<file path="src/rtl/noc_config_injector_if.sv">
`default_nettype none
// ============================================================================
// Module   : noc_config_injector_if
// Purpose  : Host command channel (valid/ready with PE index and configure word)
// Revision : 1.0
// ============================================================================
interface noc_config_injector_if #(
    parameter int PE_W  = 2,
    parameter int CFG_W = 11
);
    logic             cmd_valid;
    logic             cmd_ready;
    logic [PE_W-1:0]  cmd_pe;
    logic [CFG_W-1:0] cmd_cfg;

    modport master (output cmd_valid, cmd_pe, cmd_cfg, input cmd_ready);
    modport slave  (input cmd_valid, cmd_pe, cmd_cfg, output cmd_ready);
endinterface
`default_nettype wire

</file>
<file path="src/rtl/noc_config_injector.sv">
`default_nettype none
// ============================================================================
// Module   : noc_config_injector
// Purpose  : Queues host configure commands and hands them to mesh PEs one at a time
// Revision : 1.0
// ============================================================================
module noc_config_injector #(
    parameter int NUM_PE  = 4,
    parameter int CFG_W   = 11,
    parameter int DEPTH   = 8,
    parameter int TIMEOUT = 255
) (
    input  wire logic                    clock,
    input  wire logic                    reset,
    noc_config_injector_if.slave         cmd,
    output logic [NUM_PE*CFG_W-1:0]      pe_configure,
    output logic [NUM_PE-1:0]            pe_cfg_valid,
    input  wire logic [NUM_PE-1:0]       processor_ready_signals,
    output logic                         busy,
    output logic [15:0]                  done_count,
    output logic [NUM_PE-1:0]            timeout_err,
    output logic                         bad_cmd
);
    localparam int PE_W = (NUM_PE > 1) ? $clog2(NUM_PE) : 1;
    localparam int AW   = $clog2(DEPTH);
    localparam int TW   = (TIMEOUT < 1) ? 1 : $clog2(TIMEOUT + 1);

    localparam logic [1:0] S_IDLE      = 2'd0;
    localparam logic [1:0] S_ISSUE     = 2'd1;
    localparam logic [1:0] S_WAIT_ACK  = 2'd2;
    localparam logic [1:0] S_WAIT_DONE = 2'd3;

    logic [PE_W-1:0]          r_mem_pe  [DEPTH];
    logic [CFG_W-1:0]         r_mem_cfg [DEPTH];
    logic [AW-1:0]            r_wr_ptr, r_rd_ptr;
    logic [AW:0]              r_count;
    logic [1:0]               r_state, w_next_state;
    logic [PE_W-1:0]          r_pe;
    logic [TW-1:0]            r_timer;
    logic [NUM_PE*CFG_W-1:0]  r_pe_configure;
    logic [15:0]              r_done_count;
    logic [NUM_PE-1:0]        r_timeout_err;
    logic                     r_bad_cmd;

    logic w_full, w_empty, w_in_range, w_accept, w_push, w_pop;
    logic w_done, w_expire, w_pe_ready, w_timer_hit;
    logic [PE_W-1:0]  w_head_pe;
    logic [CFG_W-1:0] w_head_cfg;

    assign w_full        = (r_count == (AW+1)'(DEPTH));
    assign w_empty       = (r_count == '0);
    assign w_in_range    = (32'(cmd.cmd_pe) < NUM_PE);
    // Ready is forced low for as long as reset is held.
    assign cmd.cmd_ready = reset & ~w_full;
    assign w_accept      = cmd.cmd_valid & cmd.cmd_ready;
    assign w_push        = w_accept & w_in_range;
    assign w_head_pe     = r_mem_pe[r_rd_ptr];
    assign w_head_cfg    = r_mem_cfg[r_rd_ptr];
    assign w_pe_ready    = processor_ready_signals[r_pe];
    assign w_timer_hit   = (r_timer == TW'(TIMEOUT));

    always_ff @(posedge clock) begin
        if (w_push) begin
            r_mem_pe[r_wr_ptr]  <= cmd.cmd_pe;
            r_mem_cfg[r_wr_ptr] <= cmd.cmd_cfg;
        end
    end

    always_ff @(posedge clock or negedge reset) begin
        if (!reset) begin
            r_wr_ptr <= '0;
            r_rd_ptr <= '0;
            r_count  <= '0;
        end else begin
            if (w_push) r_wr_ptr <= r_wr_ptr + AW'(1);
            if (w_pop)  r_rd_ptr <= r_rd_ptr + AW'(1);
            case ({w_push, w_pop})
                2'b10:   r_count <= r_count + (AW+1)'(1);
                2'b01:   r_count <= r_count - (AW+1)'(1);
                default: r_count <= r_count;
            endcase
        end
    end

    always_ff @(posedge clock or negedge reset) begin
        if (!reset) r_state <= S_IDLE;
        else        r_state <= w_next_state;
    end

    always_comb begin
        w_next_state = r_state;
        w_pop        = 1'b0;
        w_done       = 1'b0;
        w_expire     = 1'b0;
        case (r_state)
            S_IDLE: begin
                if (!w_empty) begin
                    w_pop        = 1'b1;
                    w_next_state = S_ISSUE;
                end
            end
            S_ISSUE: w_next_state = S_WAIT_ACK;
            S_WAIT_ACK: begin
                if (!w_pe_ready) begin
                    w_next_state = S_WAIT_DONE;
                end else if (w_timer_hit) begin
                    w_expire     = 1'b1;
                    w_next_state = S_IDLE;
                end
            end
            S_WAIT_DONE: begin
                if (w_pe_ready) begin
                    w_done       = 1'b1;
                    w_next_state = S_IDLE;
                end else if (w_timer_hit) begin
                    w_expire     = 1'b1;
                    w_next_state = S_IDLE;
                end
            end
            default: w_next_state = S_IDLE;
        endcase
    end

    always_comb begin
        pe_cfg_valid = '0;
        if (r_state == S_ISSUE) pe_cfg_valid[r_pe] = 1'b1;
        busy = !w_empty || (r_state != S_IDLE);
    end

    // Handshake timer spans both wait states; it restarts with every issued command.
    always_ff @(posedge clock or negedge reset) begin
        if (!reset) begin
            r_pe           <= '0;
            r_timer        <= '0;
            r_pe_configure <= '0;
            r_done_count   <= '0;
            r_timeout_err  <= '0;
            r_bad_cmd      <= 1'b0;
        end else begin
            if (w_pop) begin
                r_pe    <= w_head_pe;
                r_timer <= '0;
                r_pe_configure[w_head_pe*CFG_W +: CFG_W] <= w_head_cfg;
            end else if ((r_state == S_WAIT_ACK || r_state == S_WAIT_DONE) && !w_timer_hit) begin
                r_timer <= r_timer + TW'(1);
            end
            if (w_done)                  r_done_count      <= r_done_count + 16'd1;
            if (w_expire)                r_timeout_err[r_pe] <= 1'b1;
            if (w_accept && !w_in_range) r_bad_cmd         <= 1'b1;
        end
    end

    assign pe_configure = r_pe_configure;
    assign done_count   = r_done_count;
    assign timeout_err  = r_timeout_err;
    assign bad_cmd      = r_bad_cmd;
endmodule
`default_nettype wire

</file>
<file path="src/flat_wrapper.sv">
// flat-port wrapper written by rule: the top's interface ports become plain ports
module noc_config_injector_flat 
#(
    parameter int NUM_PE  = 4,
    parameter int CFG_W   = 11,
    parameter int DEPTH   = 8,
    parameter int TIMEOUT = 255
)
  (clock, reset, pe_configure, pe_cfg_valid, processor_ready_signals, busy, done_count, timeout_err, bad_cmd, cmd_cmd_valid, cmd_cmd_pe, cmd_cmd_cfg, cmd_cmd_ready);
  noc_config_injector_if #(.PE_W(2), .CFG_W(CFG_W)) cmd_i ();
  input  wire logic clock;
  input  wire logic reset;
  output logic [NUM_PE*CFG_W-1:0] pe_configure;
  output logic [NUM_PE-1:0] pe_cfg_valid;
  input  wire logic [NUM_PE-1:0] processor_ready_signals;
  output logic busy;
  output logic [15:0] done_count;
  output logic [NUM_PE-1:0] timeout_err;
  output logic bad_cmd;
  input wire logic [$bits(cmd_i.cmd_valid)-1:0] cmd_cmd_valid;
  input wire logic [$bits(cmd_i.cmd_pe)-1:0] cmd_cmd_pe;
  input wire logic [$bits(cmd_i.cmd_cfg)-1:0] cmd_cmd_cfg;
  output wire logic [$bits(cmd_i.cmd_ready)-1:0] cmd_cmd_ready;
  assign cmd_i.cmd_valid = cmd_cmd_valid;
  assign cmd_i.cmd_pe = cmd_cmd_pe;
  assign cmd_i.cmd_cfg = cmd_cmd_cfg;
  assign cmd_cmd_ready = cmd_i.cmd_ready;
  noc_config_injector #(.NUM_PE(NUM_PE), .CFG_W(CFG_W), .DEPTH(DEPTH), .TIMEOUT(TIMEOUT)) u_core (.clock(clock), .reset(reset), .cmd(cmd_i), .pe_configure(pe_configure), .pe_cfg_valid(pe_cfg_valid), .processor_ready_signals(processor_ready_signals), .busy(busy), .done_count(done_count), .timeout_err(timeout_err), .bad_cmd(bad_cmd));
endmodule
</file>
<file path="config.mk">
export PLATFORM = sky130hd
export DESIGN_NAME = noc_config_injector_flat
export DESIGN_NICKNAME = d
export VERILOG_FILES = /design/src/rtl/noc_config_injector_if.sv /design/src/rtl/noc_config_injector.sv /design/src/flat_wrapper.sv
export SDC_FILE = /design/constraint.sdc
export NUM_CORES = 1
export LEC_CHECK = 0
export CORE_MARGIN = 2
export CORE_UTILIZATION = 30
export CTS_CLUSTER_SIZE = 12
export DETAILED_ROUTE_END_ITERATION = 7
export REMOVE_ABC_BUFFERS = 1
export SLEW_MARGIN = 15
export SYNTH_ARGS = -nofsm -noshare
export SYNTH_HDL_FRONTEND = slang
export SYNTH_SLANG_ARGS = --single-unit
</file>
<file path="constraint.sdc">
create_clock -name clock -period 5.9 [get_ports clock]
set_input_delay 0.59 -clock clock [delete_from_list [all_inputs] [get_ports clock]]
set_output_delay 0.59 -clock clock [all_outputs]
set_load 0.005 [all_outputs]
</file>
Word-level counts from Yosys, hierarchy flattened
Memories as Yosys holds them, arrays and structs flattened.
Index checks and enable logic that the tools add are counted.
Word-level totals
  register bits after elaboration: 86
  bits in latches: 0
  RAM bits: 104
  memory bits (read-only): 0
  input port bits: 20
  memories: 2
Operators by class
  add/sub/neg operators: 7
  multipliers: 1
  div/mod/pow operators: 0
  order comparisons: 2
  eq/ne operators: 8
  shift-type cells: 2
  muxes and demuxes: 24
  bitwise gates (word level): 4
  reductions and logical operators: 11
Memory list
  u_core.r_mem_cfg: words 8, bits a word 11, rd ports 1, clocked after Yosys merged registers in 0, write ports 1, RTL line noc_config_injector.sv:34  | logic [CFG_W-1:0] r_mem_cfg [DEPTH];
  u_core.r_mem_pe: words 8, bits a word 2, rd ports 1, clocked after Yosys merged registers in 0, write ports 1, RTL line noc_config_injector.sv:33  | logic [PE_W-1:0] r_mem_pe [DEPTH];
Operator list (count)
  $bwmux 44: 1
  $shift 11x34->44 const A: 1
  $shiftx 11x34->44: 1
  $neg 6->34: 1
  $add 16x1->16 const B: 1
  $mux 8: 2
  $mux 1: 11
  $add 8x1->8 const B: 1
  $eq 8x8->1 const B: 1
  $mux 2: 4
  $pmux 2 s4: 1
  $pmux 4 s2: 1
  $add 3x1->3 const B: 2
  $eq 2x2->1 const B: 3
  $mul 2x4->6 const B: 1
  $reduce_bool 2->1: 3
  $add 4x1->4 const B: 1
  $eq 2x1->1 const B: 2
  $eq 4x4->1 const B: 1
  $logic_not 4->1: 1
  $mux 4: 1
  $or 4x4->4: 1
  $sub 4x1->4 const B: 1
  $lt 2x3->1 const B: 1
  11 further kinds: 15

Depth between registers and ports, before layout
Gate-level depths: netlist of the first run.
  depth after elaboration: 6
  mapped depth: 13
  depth with buffers taken out: 10

Worst setup path after synthesis of the first run
Ideal clock, no wire load.
  path type: reg-to-reg
  start point: register u_core.r_rd_ptr[0]
  end point: register u_core.r_pe_configure[10], in the netlist u_core.pe_configure[10]
  arrival time: 2586 ps
  required time: 5834 ps
  setup slack: 3247 ps
  cell stages (with the launch flop): 11
  path buffers: 3
  clock period less this slack: 2653 ps
  path through: dfrtp_1 buf_6 buf_12 mux4_1 mux2_2 inv_1 ha_1 nand2b_1 a21oi_1 clkbuf_1 a22o_1
Between the ends
  cells in the longest elaborated chain, start to end: 5
  elaborated cells between the ends (all ways): 7
Ends and longest elaborated chain
  start: declaration: RTL line noc_config_injector.sv:35  | logic [AW-1:0] r_wr_ptr, r_rd_ptr;
  start signal: assignment: RTL line noc_config_injector.sv:76  | if (w_pop) r_rd_ptr <= r_rd_ptr + AW'(1);
  $mem_v2 8x2 *
  named net u_core.w_head_pe[1]: RTL line noc_config_injector.sv:47  | logic [PE_W-1:0] w_head_pe;
  $mul 2x4->6 *: RTL line noc_config_injector.sv:143  | r_pe_configure[w_head_pe*CFG_W +: CFG_W] <= w_head_cfg;
  $neg 6->34 *: RTL line noc_config_injector.sv:143
  $shiftx 11x34->44 / $shift 11x34->44 (equally long branches): RTL line noc_config_injector.sv:143
  $bwmux 44 *: RTL line noc_config_injector.sv:143
  end signal: indexed assignment: RTL line noc_config_injector.sv:143
  end: declaration: RTL line noc_config_injector.sv:40  | logic [NUM_PE*CFG_W-1:0] r_pe_configure;
Mark *: on every way through the listed nets, which the timed path passes. The rest lies on a longest branch.
A chain may end at the register's enable or synchronous reset.

Final worst setup path of the first run
  start point: register u_core.r_rd_ptr[0]
  end point: register u_core.r_pe_configure[6], in the netlist u_core.pe_configure[6]
Between the ends
  cells in the longest elaborated chain, start to end: 5
  elaborated cells between the ends (all ways): 7
Ends and longest elaborated chain (RTL line)
  $mem_v2 8x2
  $mul 2x4->6: noc_config_injector.sv:143
  $neg 6->34: noc_config_injector.sv:143
  $shiftx 11x34->44 / $shift 11x34->44 (equally long branches): noc_config_injector.sv:143
  $bwmux 44 *: noc_config_injector.sv:143
Every way passes the cells marked *; elsewhere a longest branch is shown, timed or not.

==> results.cfg, run 1 <==
[global_routing]
antenna_found_initial = 0
gr-usage-all-layers_pct = 11.9
globalRoute.busiestLayer = met2
grt_max_degree = 79
met3_usage_pct = 2.92
grt.met1_usage_pct = 16.7
globalRouteMet2Util_pct = 18.2
grt_pass1_vias = 4653
globalRoute.totalOverflow = 0
first_pass_grt_wire_length_mm = 26.3

[routing]
detailroute.via_count = 4523
routed_len_inst_um = 16.7
route.antenna.remaining_nets = 0
dr.first_iter.drc_count = 390
postRouteWirelength_mm = 16.2
number_of_optimization_iterations_in_the_first_detailed_route_pass = 4
detail_route.drc_violations = 0
vias_per_cell = 4.65

[floorplan]
floorplan.io_pins = 91
floorplan.die.height_um = 169
initial_core_util_pct = 30.5
core_footprint_sq_um = 26900
std_cell_rows = 60
dieArea_sq_um = 28700
chipWidth_um = 169

[clocking]
cts_setup_buffers = 0
worst_setup_hold_path_clk_slew_ns = 0.07
h_tree_lvls = 4
tritoncts = done
cts-buffers-inserted = 17
cts_sinks = 190
clock-root-buffer = sky130_fd_sc_hd__clkbuf_16
clk_path_buf_depth = 2
clk_latency_ns = 0.42

[place]
gpl.final_weighted_congestion = 0.722
port_buffers = 89
hpwlAfterDp_mm = 11.3
dpl_cell_area_sq_um = 9350

[yosys]
post_synth_instance_area_sq_um = 8200
synth_area_per_cell_sq_um = 15.5
synth_cell_type_count = 55
synth.yosys.seq_area_share_pct = 64.3
synth_flop_cell = sky130_fd_sc_hd__edfxtp_1
synth-edff-count = 104
syn_inst = 529
synthesized_flop_and_latch_total = 190
postSynth.asyncResetShare_pct = 45.3
yosysWarnings = 0

[sta]
setup_viol_count_final = 0
fmax_mhz = 272
worst_slew_pin_slew_ns = 1.03
timing.slew.headroom_pct = 31.6
rsz0062_at_grt = no
clock_skew_ns = 0.00906
finalHoldViolCount = 0
final-max-slew-violation-count = 0
finalWorstPathRequiredPeriod_ns = 3.68
finalCritPeriodShare_pct = 62.4
fin_tns_setup_ns = 0

[power_and_ir_drop]
cellPowerDensity_nw_per_um2 = 464
leakage_nw = 3.77
vdd_ir_drop_max_mv = 0.234

[layout]
final_layout_size_suffix_gt1_share_pct = 14.4
mostFrequentLayoutCell = sky130_fd_sc_hd__edfxtp_1
finalInstanceArea_sq_um = 9940
area_growth_syn_to_layout_pct = 21.2
design.final.nets = 650
layout_common_cells = sky130_fd_sc_hd__edfxtp_1 (104), sky130_fd_sc_hd__clkdlybuf4s50_1 (88), sky130_fd_sc_hd__dfrtp_1 (86), sky130_fd_sc_hd__nor2_1 (63), sky130_fd_sc_hd__a22o_1 (44)
antenna_cells_inserted = 0

[run]
max_cap_violations = 0

[worst_setup_path]
crit_path_start_kind = flop
worstSetupPathType = reg2reg
worstPathMaxFanout = 18
timing.critical_path.to_type = flop
crit_arrival_ns = 4.04
timing.critical_path.required_ns = 6.26

[outcome]
status = complete, no violations

[worst_hold_path]
hold_path_class = reg2reg
-- worst max-delay path: stages, from the launching register on --
cell and delay, ns:
sky130_fd_sc_hd__dfrtp_1 1.02, sky130_fd_sc_hd__buf_4 0.40, sky130_fd_sc_hd__mux2_2 0.19, sky130_fd_sc_hd__a2bb2oi_1 0.34, sky130_fd_sc_hd__nand2_1 0.21, sky130_fd_sc_hd__ha_1 0.38, sky130_fd_sc_hd__nand2b_1 0.15, sky130_fd_sc_hd__a21oi_1 0.67
sky130_fd_sc_hd__a22o_1 0.24
-- flip-flops by register name (all words and copies together), names as in the netlist --
register / flops
u_core.r_mem_cfg: 88
u_core.r_rd_ptr: 3
u_core.r_state: 2
u_core.r_timer: 8
u_core.r_wr_ptr: 3
u_core.pe_configure: 44
u_core.timeout_err: 4
u_core.done_count: 16
u_core.r_mem_pe: 16
u_core.r_count: 4
u_core.r_pe: 2
-- final cells by class --
| cell class | instances | area (sq um) |
|---|---|---|
| clock buffer | 17 | 425 |
| sequential | 190 | 5280 |
| timing repair buffer | 98 | 958 |
| clock inverter | 15 | 148 |
| multi-input combinational | 304 | 2690 |
| tap | 341 | 427 |
| inverter | 7 | 26.3 |
| fill | 2518 | 16900 |
-- path summary, 6_finish.rpt --
kind	slack, ns	cells past startpoint	endpoint	start
setup / recovery	2.22	8	u_core.pe_configure[6]$_DFFE_PN0P_	u_core.r_rd_ptr[0]$_DFFE_PN0P_
hold / removal	0.48	1	u_core.done_count[15]$_DFFE_PN0P_	u_core.done_count[15]$_DFFE_PN0P_
setup reg to reg	2.22	8	u_core.pe_configure[6]$_DFFE_PN0P_	u_core.r_rd_ptr[0]$_DFFE_PN0P_
hold reg to reg	0.48	1	u_core.done_count[15]$_DFFE_PN0P_	u_core.done_count[15]$_DFFE_PN0P_
max in group asynchronous	4.19	3	u_core.pe_configure[10]$_DFFE_PN0P_	reset
min in group asynchronous	0.53	2	u_core.r_count[3]$_DFFE_PN0P_	reset
-- power breakdown --
group | internal [mW] | switching (mW)
clock network | 0.597 | 0.514
logic | 0.802 | 0.831
registers | 1.63 | 0.234
total | 3.03 | 1.58
-- metal layers --
| layer | vias up | wire, um | part of all wire, % |
|---|---|---|---|
| met5 | - | 0 | 0 |
| met4 | 0 | 197 | 1.2 |
| met1 | 2233 | 8020 | 49 |
| li1 | 2181 | - | - |
| met3 | 12 | 708 | 4.4 |
| met2 | 97 | 7320 | 45 |
-- kinds of logic after synthesis --
kind of cell / Yosys count / share of synthesized area (%)
fa+ha+maj: 12 / 1.83
xor+xnor: 29 / 3.19
compound gates: 71 / 6.97
buf+inv: 35 / 3.29
mux: 45 / 11.4
other cells: 1 / 0.0457
flops: 190 / 64.3
simple gates: 146 / 8.94
-- per-stage QoR --
| stage | instances | power [mW] | hold WS, ns | setup WS (ns) | utilization [%] |
|---|---|---|---|---|---|
| after floorplan | 501 | 2.92 | 0.294 | 2.53 | - |
| after detailed placement | 939 | 3.55 | 0.436 | 2.17 | 34.8 |
| final | 972 | 4.61 | 0.477 | 2.22 | 37.0 |
| after CTS | 972 | 4.67 | 0.488 | 2.13 | 37.0 |
| after global placement | 939 | 3.53 | 0.433 | 2.26 | 34.8 |
| after global routing | 972 | 4.91 | 0.503 | 1.81 | 37.0 |
-- synthesized netlist by cell type, drive strengths merged (2+ instances only) --
cell type	number	share of area, %
edfxtp	104	38
dfrtp	86	26
nor2	65	3.0
a22o	44	4.7
nand2	26	1.3
buf	25	2.8
mux4	25	7.2
xor2	16	1.7
mux2i	15	3.5
xnor2	13	1.5
ha	12	1.8
nand3	10	0.85
nor3	8	0.49
a21oi	7	0.43
and3	7	0.53
inv	7	0.32
nand4	7	0.53
nand2b	6	0.46
o21ai	6	0.41
mux2	5	0.73
a31o	4	0.43
and2	4	0.31
and4	3	0.32
clkbuf	3	0.14
nor2b	2	0.15
o31ai	2	0.18
or4	2	0.23
-- what timing repair did --
action,CTS,global route
endpoints found under the hold margin,8,0
hold buffers,1,0
resized for setup,0,0
Note: power is estimated with default switching activity, not from simulation.
==> inputs of run 2 (changes only) <==
==> constraint.sdc (replaced) <==
create_clock -name clock -period 3.1 [get_ports clock]
set_input_delay 0.31 -clock clock [delete_from_list [all_inputs] [get_ports clock]]
set_output_delay 0.31 -clock clock [all_outputs]
set_load 0.005 [all_outputs]
==> run 2 against run 1 <==
Clock power up 83%; critical path depth unchanged; sequential share of layout area down 0.24 points; largest power group unchanged; highest routed layer is now met5.
==> results.cfg, run 2 (synthesized netlist as in run 1, its figures left out) <==
[outcome]
status = complete, no violations

[worst_setup_path]
critical_path.reg2reg.endpoint = u_core.pe_configure[31]$_DFFE_PN0P_
crit_path_start_kind = flop
critical_path.cell_chain = buf_4 > mux2_2 > a2bb2oi_1 > nand2_1 > ha_1 > nand2b_1 > a21oi_1 > a22o_1
timing.reg2reg.setup_slack_ns = 0.20
r2r-start = u_core.r_rd_ptr[0]$_DFFE_PN0P_
timing.critical_path.to_type = flop
timing.critical_path.required_ns = 3.46
worstSetupPathType = reg2reg
worstPathMaxFanout = 11
cpMaxStageDelayCell = sky130_fd_sc_hd__a21oi_1
worstRegToRegCells = 8
slowest_delay_ns = 0.73
crit_arrival_ns = 3.26

[global_routing]
globalRoute.totalOverflow = 0
grt_pass1_vias = 4613
grt_max_degree = 65
met3_usage_pct = 3.80
globalRoute.busiestLayer = met2
grt.met1_usage_pct = 16.6
globalRouteMet2Util_pct = 18.7
gr-usage-all-layers_pct = 12.2
first_pass_grt_wire_length_mm = 26.7
antenna_found_initial = 3

[place]
gpl.final_weighted_congestion = 0.714
port_buffers = 89
dpl_cell_area_sq_um = 9430
hpwlAfterDp_mm = 11.5

[layout]
final_layout_size_suffix_gt1_share_pct = 15.4
area_growth_syn_to_layout_pct = 21.8
design.final.nets = 662
top_register = u_core.r_mem_cfg
multi_input_area_sq_um = 2670
layout_common_cells = sky130_fd_sc_hd__edfxtp_1 (104), sky130_fd_sc_hd__clkdlybuf4s50_1 (88), sky130_fd_sc_hd__dfrtp_1 (86), sky130_fd_sc_hd__nor2_1 (65), sky130_fd_sc_hd__a22o_1 (44)
fillCellCount = 2546
layout.area.seq_sq_um = 5280
largest_register_ffs = 88
mostFrequentLayoutCell = sky130_fd_sc_hd__edfxtp_1
finalInstanceArea_sq_um = 9990

[floorplan]
chipWidth_um = 169
std_cell_rows = 60
floorplan.io_pins = 91
initial_core_util_pct = 30.5
floorplan.die.height_um = 169
dieArea_sq_um = 28700
core_footprint_sq_um = 26900

[sta]
setup_viol_count_final = 0
finalHoldViolCount = 0
final-max-slew-violation-count = 0
timing.slew.headroom_pct = 36.1
finalWorstPathRequiredPeriod_ns = 2.90
clock_skew_ns = 0.0103
rsz0062_at_grt = no
finalHoldWorstSlack_ns = 0.329
fmax_mhz = 345
worst_slew_pin_slew_ns = 0.958
finalCritPeriodShare_pct = 93.5

[routing]
route.antenna.remaining_nets = 0
vias_per_cell = 4.72
detailroute.via_count = 4647
postRouteWirelength_mm = 16.8
number_of_optimization_iterations_in_the_first_detailed_route_pass = 4
detail_route.drc_violations = 0
dr.first_iter.drc_count = 361
routed_len_inst_um = 17.1

[clocking]
clock-root-buffer = sky130_fd_sc_hd__clkbuf_16
cts-buffers-inserted = 17
cts_sinks = 190
cts_setup_buffers = 0
clk_latency_ns = 0.43
h_tree_lvls = 4
clk_path_buf_depth = 2
worst_setup_hold_path_clk_slew_ns = 0.07
tritoncts = done

[power_and_ir_drop]
leakage_nw = 3.80
cellPowerDensity_nw_per_um2 = 878
vdd_ir_drop_max_mv = 0.402
total_power_mw = 8.77

[run]
max_cap_violations = 0

[worst_hold_path]
hold_path_class = in2async
==> run 2: worst max-delay path: cells and delay by family, from the launching register on <==
| family | cells | cell delay [ns] |
|---|---|---|
| AO/OA/AOI/OAI | 3 | 1.30 |
| flip-flops | 1 | 0.46 |
| adder cells (fa/ha/maj) | 1 | 0.38 |
| AND/OR/NAND/NOR | 2 | 0.27 |
| multiplexers | 1 | 0.22 |
| buffers and inverters | 1 | 0.21 |
==> run 2: worst max path at each step <==
stage                                   start                                   to  slack (ns)
2_1_floorplan  u_core.r_rd_ptr[0]$_DFFE_PN0P_   u_core.pe_configure[0]$_DFFE_PN0P_       -0.27
3_3_place_gp   u_core.r_rd_ptr[0]$_DFFE_PN0P_  u_core.pe_configure[27]$_DFFE_PN0P_        0.33
3_5_place_dp   u_core.r_rd_ptr[0]$_DFFE_PN0P_  u_core.pe_configure[31]$_DFFE_PN0P_        0.22
4_1_cts        u_core.r_rd_ptr[0]$_DFFE_PN0P_  u_core.pe_configure[31]$_DFFE_PN0P_        0.19
5_1_grt        u_core.r_rd_ptr[0]$_DFFE_PN0P_  u_core.pe_configure[31]$_DFFE_PN0P_        0.06
6_report       u_core.r_rd_ptr[0]$_DFFE_PN0P_  u_core.pe_configure[31]$_DFFE_PN0P_        0.20
==> run 2: what timing repair did <==
action	4_1_cts	5_1_grt
endpoints found under the hold margin	22	0
resized for setup	0	0
hold buffers	1	0
==> run 2: through the flow <==
| step | instances | utilization [%] | TNS (ns) | setup WS [ns] |
|---|---|---|---|---|
| finish | 985 | 37.2 | 0 | 0.202 |
| global route | 984 | 37.2 | 0 | 0.0616 |
| CTS | 984 | 37.2 | 0 | 0.193 |
| detailed placement | 951 | 35.1 | 0 | 0.218 |
| global placement | 951 | 35.1 | 0 | 0.334 |
| floorplan | 501 | - | -4.22 | -0.268 |
==> run 2: metal layers <==
metal  share of wire, %  vias to the layer above
met3                5.3                       16
met1                 47                     2325
met4                1.2                        4
met2                 46                       99
met5               0.15                        -
li1                   -                     2203
==> run 2: layout make-up <==
cell class | instances | area share [%]
multi-input cells | 304 | 26.7
well taps | 341 | 4.27
flip-flops and latches | 190 | 52.8
diodes | 1 | 0.0251
repair buffers | 110 | 10.5
inverters | 7 | 0.263
clock buffers | 19 | 4.33
clock inverters | 13 | 1.10
==> run 2: power by group <==
group | switching (mW) | internal (mW)
sequential | 0.412 | 3.11
clock | 0.979 | 1.05
combinational | 1.63 | 1.59
==> inputs of run 3 (changes only) <==
--- a/config.mk
+++ b/config.mk
@@ -9,6 +9,7 @@
 export CORE_UTILIZATION = 30
 export CTS_CLUSTER_SIZE = 12
 export DETAILED_ROUTE_END_ITERATION = 7
+export GPL_TIMING_DRIVEN = 0
 export REMOVE_ABC_BUFFERS = 1
 export SLEW_MARGIN = 15
 export SYNTH_ARGS = -nofsm -noshare
==> run 3 against run 2 <==
Cell count down 1.5%; highest routed layer unchanged; critical endpoint is now u_core.pe_configure[10]$_DFFE_PN0P_; largest cell class unchanged; first-iteration DRC count up 15%; via count down 1.2%.
==> results.cfg, run 3 (synthesized netlist as in run 1, its figures left out) <==
[outcome]
status = complete, no violations

[sta]
finalWorstPathRequiredPeriod_ns = 2.87
worst_slew_pin_slew_ns = 0.864
rsz0062_at_grt = no
finalHoldViolCount = 0
final-max-slew-violation-count = 0
fin_ws_ns = 0.230
timing.slew.headroom_pct = 42.3
clock_skew_ns = 0.0110
setup_viol_count_final = 0
fmax_mhz = 348
finalCritPeriodShare_pct = 92.6

[routing]
vias_per_cell = 4.73
routed_metal_1_wirelength_mm = 7.88
wl_met2_mm = 7.63
route.antenna.remaining_nets = 0
dr.first_iter.drc_count = 415
number_of_optimization_iterations_in_the_first_detailed_route_pass = 4
topRoutingLayerUsed = met5
detail_route.drc_violations = 0
routed-wl-met3_um = 820
detailroute.via_count = 4592
routed_len_inst_um = 17.1
postRouteWirelength_mm = 16.6

[floorplan]
dieArea_sq_um = 28700
floorplan.die.height_um = 169
core_footprint_sq_um = 26900
floorplan.io_pins = 91
chipWidth_um = 169
initial_core_util_pct = 30.5
std_cell_rows = 60

[layout]
fillCellCount = 2531
largest_register_ffs = 88
layout_common_cells = sky130_fd_sc_hd__edfxtp_1 (104), sky130_fd_sc_hd__clkdlybuf4s50_1 (88), sky130_fd_sc_hd__dfrtp_1 (83), sky130_fd_sc_hd__nor2_1 (59), sky130_fd_sc_hd__a22o_1 (44)
area_growth_syn_to_layout_pct = 22.0
final_layout_size_suffix_gt1_share_pct = 15.1
layout.area.seq_sq_um = 5280
mostFrequentLayoutCell = sky130_fd_sc_hd__edfxtp_1
top_register = u_core.r_mem_cfg
design.final.nets = 647
multi_input_area_sq_um = 2710
finalInstanceArea_sq_um = 10000
final_core_util_pct = 37.2
finish.cell_count_without_fillers = 970

[worst_setup_path]
worstSetupPathType = reg2reg
slowest_delay_ns = 0.58
critPathTopFamily = multiplexers
worstPathMaxFanout = 19
worstRegToRegCells = 8
critPathBufInv = 2
crit_arrival_ns = 3.24
timing.critical_path.required_ns = 3.47
timing.critical_path.to_type = flop
crit_path_start_kind = flop
critical_path.cell_chain = buf_12 > mux4_1 > mux2_2 > inv_1 > ha_1 > nand2b_1 > a21oi_4 > a22o_1
cpMaxStageDelayCell = sky130_fd_sc_hd__dfrtp_4
path_depth = 8

[run]
max_cap_violations = 0

[global_routing]
antenna_found_initial = 4
globalRoute.totalOverflow = 0
grt_max_degree = 52
grt_pass1_vias = 4696
gr-usage-all-layers_pct = 12.3
first_pass_grt_wire_length_mm = 27.0

[clocking]
clock-root-buffer = sky130_fd_sc_hd__clkbuf_16
clk_latency_ns = 0.43
h_tree_lvls = 4
worst_setup_hold_path_clk_slew_ns = 0.07
cts_sinks = 190
clk_path_buf_depth = 2
cts-buffers-inserted = 17
tritoncts = done
cts_setup_buffers = 0

[power_and_ir_drop]
intPower_mw = 5.88
vdd_ir_drop_max_mv = 0.507
sequentialPowerShare_pct = 40.6
leakage_nw = 3.77
power.clock.fraction_pct = 24.1
cellPowerDensity_nw_per_um2 = 890
combPwrFrac_pct = 35.4
switching_power_mw = 3.02
swShare_pct = 33.9
total_power_mw = 8.90

[place]
port_buffers = 89
gpl.final_weighted_congestion = 0.726
numPlacedInstances = 936
hpwlAfterDp_mm = 11.4
dpl_cell_area_sq_um = 9390
pre_cts_slack_ns = -0.375

[worst_hold_path]
hold_path_class = in2async
run 3: metrics by stage:
stage	setup TNS [ns]	hold slack (ns)
2_1_floorplan	-4.22	0.0144
3_3_place_gp	-530.25	0.455
3_5_place_dp	-6.43	0.391
4_1_cts	0	0.475
5_1_grt	0	0.491
6_report	0	0.462
run 3: path summary, 6_finish.rpt:
path	from	end	slack, ns
max	u_core.r_rd_ptr[0]$_DFFE_PN0P_	u_core.pe_configure[10]$_DFFE_PN0P_	0.23
min	reset	u_core.done_count[1]$_DFFE_PN0P_	0.46
max reg2reg	u_core.r_rd_ptr[0]$_DFFE_PN0P_	u_core.pe_configure[10]$_DFFE_PN0P_	0.23
min reg2reg	u_core.timeout_err[1]$_DFFE_PN0P_	u_core.timeout_err[1]$_DFFE_PN0P_	0.47
max in group asynchronous	reset	u_core.pe_configure[8]$_DFFE_PN0P_	2.00
min in group clock	u_core.timeout_err[1]$_DFFE_PN0P_	u_core.timeout_err[1]$_DFFE_PN0P_	0.47
run 3: layout make-up:
class,count,area share [%]
diodes,1,0.0250
clock buffers,22,4.75
clock inverters,10,1.03
inverters,7,0.263
multi-input cells,304,27.1
flip-flops and latches,190,52.8
well taps,341,4.26
repair buffers,95,9.80
run 3: power groups by stage:
stage          clock network (mW)  logic, mW  registers [mW]
4_1_cts                      2.19       3.19            3.61
5_1_grt                      2.31       3.46            3.69
2_1_floorplan                   0       1.93            3.63
3_3_place_gp                    0       2.91            3.80
6_report                     2.14       3.15            3.61
3_5_place_dp                    0       3.16            3.67
run 3: what timing repair did:
item                                    4_1_cts  5_1_grt
endpoints found under the setup margin       22       44
gates resized for setup                       3        4
hold buffers                                  1        0
pin swaps                                     0        0
hold endpoints to repair                     48        0
run 3: routing by layer:
layer  up-vias  GRT usage, %
met3        23          3.40
met5         -             0
met4         6          4.61
met2        97          18.9
li1       2167             -
met1      2299          16.6
==> variant, RTL diff (settings of run 2) <==
`CFG_W` is set to 11 in 3 places; all go to 15.
--- a/src/rtl/noc_config_injector_if.sv
+++ b/src/rtl/noc_config_injector_if.sv
@@ -6,7 +6,7 @@
 // ============================================================================
 interface noc_config_injector_if #(
     parameter int PE_W  = 2,
-    parameter int CFG_W = 11
+    parameter int CFG_W = 15
 );
     logic             cmd_valid;
     logic             cmd_ready;
--- a/src/rtl/noc_config_injector.sv
+++ b/src/rtl/noc_config_injector.sv
@@ -6,7 +6,7 @@
 // ============================================================================
 module noc_config_injector #(
     parameter int NUM_PE  = 4,
-    parameter int CFG_W   = 11,
+    parameter int CFG_W   = 15,
     parameter int DEPTH   = 8,
     parameter int TIMEOUT = 255
 ) (
--- a/src/flat_wrapper.sv
+++ b/src/flat_wrapper.sv
@@ -2,7 +2,7 @@
 module noc_config_injector_flat 
 #(
     parameter int NUM_PE  = 4,
-    parameter int CFG_W   = 11,
+    parameter int CFG_W   = 15,
     parameter int DEPTH   = 8,
     parameter int TIMEOUT = 255
 )
Interface: changed (resized cmd_cmd_cfg and pe_configure); port bits go from 91 to 111. The function was not compared with the original's and may differ.
==> variant against run 2 <==
  * Design area rose by 24%
  * Combinational power rose by 30%
  * Power rose by 32%
  * Sequential power rose by 26%
  * Synthesized cell count rose by 19%
  * Global-route usage rose by 0.73 points
  * Cell count rose by 24%
  * Synthesized area rose by 21%
  * Worst setup slack improved by 140 ps
  * Sequential cell count rose by 48
  * Wire length rose by 30%
  * Critical endpoint is now u_core.r_count[2]
  * Utilization rose by 0.90 points
==> variant: results (changes against run 2) <==
RESULT_OF_THE_RUN='complete, no violations'
PLACE_WS_PS=107  # -111 ps
DRT_PRE_ANTENNA_ITERS=6  # +2
ROUTE.DETAILED.VIAS_PER_INST=4.66  # -1.3%
FF2FF_SETUP_SLACK_PS=340  # +140 ps
GRT.TOTAL_USAGE=0.129  # +0.00731
DP.FINAL_HPWL_MM=14.2  # +24%
YOSYSUNIQUECELLTYPES=49  # -11%
HOLDWS_PS=432  # +102 ps
PATH_CLK_SLEW_PS=60
FINISH.NET_COUNT=796  # +20%
TIMING.CRITICAL_PATH.FANOUT_MAX=8  # -3
POWER.SWITCHING_mW=3.90  # +29%
REGMOSTFLOPS='u_core.r_mem_cfg'
INSERTEDDIODECOUNT=0  # -1
SYNTH_ASYNC_SR_FLOP_SHARE=0.429  # -0.0241
FLIP_FLOP_COUNT_OF_THE_LARGEST_REGISTER_AFTER_LAYOUT=120  # +36%
CRITPATHTOPFAMILY='simple AND/OR/NAND/NOR gates'
PLACE_AREA_UM2=11500  # +22%
HTREEDEPTH=1  # -3
P_LEAK_nW=4.66  # +22%
WIRELENGTH_MM=21.9  # +30%
MAX-SLEW-MARGIN-REL=0.486  # +0.125
TIMING.HOLD.WORST.CLASS='primary input to async pin'
DRTITER0DRC=399  # +11%
SYNTH.TOP_CELLS.BY_COUNT='edfxtp_1 (136), dfrtp_1 (102), nor2_1 (73)'
REGTOREGENDPOINT='u_core.r_count[2]'
FINAL.SETUP_SKEW_PS=25.5  # +15.2 ps
YOSYSWARNINGS=0  # unchanged
CTSLONGESTPATHBUFFERS=3  # +1
R2R_START='u_core.r_count[0]'
ARRIVAL_PS=3160  # -100 ps
CPPEAKSTAGEDELAY_PS=720
GRT_FIRST_PASS_WIRELENGTH_MM=34.2  # +28%
MAX-VDD-IR-DROP_mV=0.499  # +24%
CLK-INSERTION-DELAY-LATE_PS=550  # +120 ps
GRT_MAX_DEGREE=61  # -6.2%
POST_SYNTH_MAIN_AREA_CONTRIBUTORS='edfxtp_1 (41%), dfrtp_1 (26%), mux4_2 (7.5%), a22o_1 (5.3%), nor2_1 (2.8%)'
NUMBER_OF_CELL_INSTANCES_ON_THE_WORST_REGISTER_TO_REGISTER_PATH=10  # +2
CRIT_SLOWEST_CELL='or4_1'
LAYOUT-DRIVE-GT1-SHARE=0.167  # +0.0129
ANTENNA_VIOLATIONS_BEFORE_REPAIR=2  # -1
SYNTH-SEQ-AREA-SHARE=0.670  # +0.0266
PORT_BUFFERS=109  # +22%
FILL_CELLS=3087  # +21%
CTS_ROOT_BUFFER='clkbuf_16'
ROUTABILITYCONGESTION=0.745  # +4.4%
CTS-BUFFERS-INSERTED=26  # +9
GRT_PASS1_VIAS=5865  # +27%
SYNTH-EDFF-COUNT=136  # +31%
variant: power by group through the flow:
stage	Combinational [mW]	Clock, mW	Sequential [mW]
after floorplan	2.30	0	4.57
after global placement	4.17	0	4.49
after detailed placement	4.25	0	4.49
after CTS	4.27	3.04	4.44
after global routing	4.60	3.18	4.52
final	4.19	2.95	4.44
variant: kinds of logic after synthesis:
family | after synthesis | synth area share
xor gates and xnor gates | 26 | 0.0230
and+or+nand+nor | 157 | 0.0769
adders and majority gates | 12 | 0.0152
other | 1 | 0.000378
buffers and inverters | 45 | 0.0273
muxes | 56 | 0.108
DFF | 238 | 0.670
AOI/OAI and AO/OA | 95 | 0.0798
variant: layout make-up:
| class | instances | area [um2] | area share |
|---|---|---|---|
| clock buffers | 40 | 766 | 0.0618 |
| clock inverters | 7 | 65.1 | 0.00525 |
| inverters | 8 | 30.0 | 0.00242 |
| multi-input cells | 347 | 3020 | 0.244 |
| flip-flops and latches | 238 | 6640 | 0.536 |
| well taps | 442 | 553 | 0.0446 |
| repair buffers | 139 | 1320 | 0.106 |
variant: metal layers:
metal / wire length, um / part of all wire / global-route usage / vias up
li1: - / - / - / 2668
met1: 9760 / 0.44 / 0.173 / 2851
met2: 10400 / 0.47 / 0.213 / 129
met3: 1360 / 0.062 / 0.0293 / 34
met4: 419 / 0.019 / 0.0315 / 4
met5: 25 / 0.0011 / 0 / -
variant: worst max path at each step:
stage,from,to,slack [ps],cells past startpoint
2_1_floorplan,u_core.r_rd_ptr[0],u_core.pe_configure[0],-590,5
3_5_place_dp,u_core.r_rd_ptr[0],u_core.pe_configure[23],110,7
5_1_grt,u_core.r_count[0],u_core.r_count[2],100,10
6_report,u_core.r_count[0],u_core.r_count[2],340,10
4_1_cts,u_core.r_rd_ptr[0],u_core.pe_configure[24],100,7
3_3_place_gp,u_core.r_rd_ptr[0],u_core.pe_configure[25],240,7
variant: worst reg2reg max path, stage by stage, from the launching register on:
cell and delay [ps]:
dfrtp_1 460, or4_1 720, nand2_1 140, inv_1 160, ha_1 310, xor2_1 160, ha_1 180, a21oi_1 140
xor2_1 160, nor2_1 60, xor2_1 140
variant: repair_timing:
item	in CTS	in global routing
hold buffers	1	0
gates resized for setup	0	1
buffers inserted	0	0
hold endpoints to repair	42	0
endpoints found under the setup margin	0	15
variant: per-stage QoR:
step | utilization | instances
after floorplan | - | 593
after CTS | 0.381 | 1221
after detailed placement | 0.355 | 1173
after global routing | 0.381 | 1221
after global placement | 0.355 | 1173
final | 0.381 | 1221
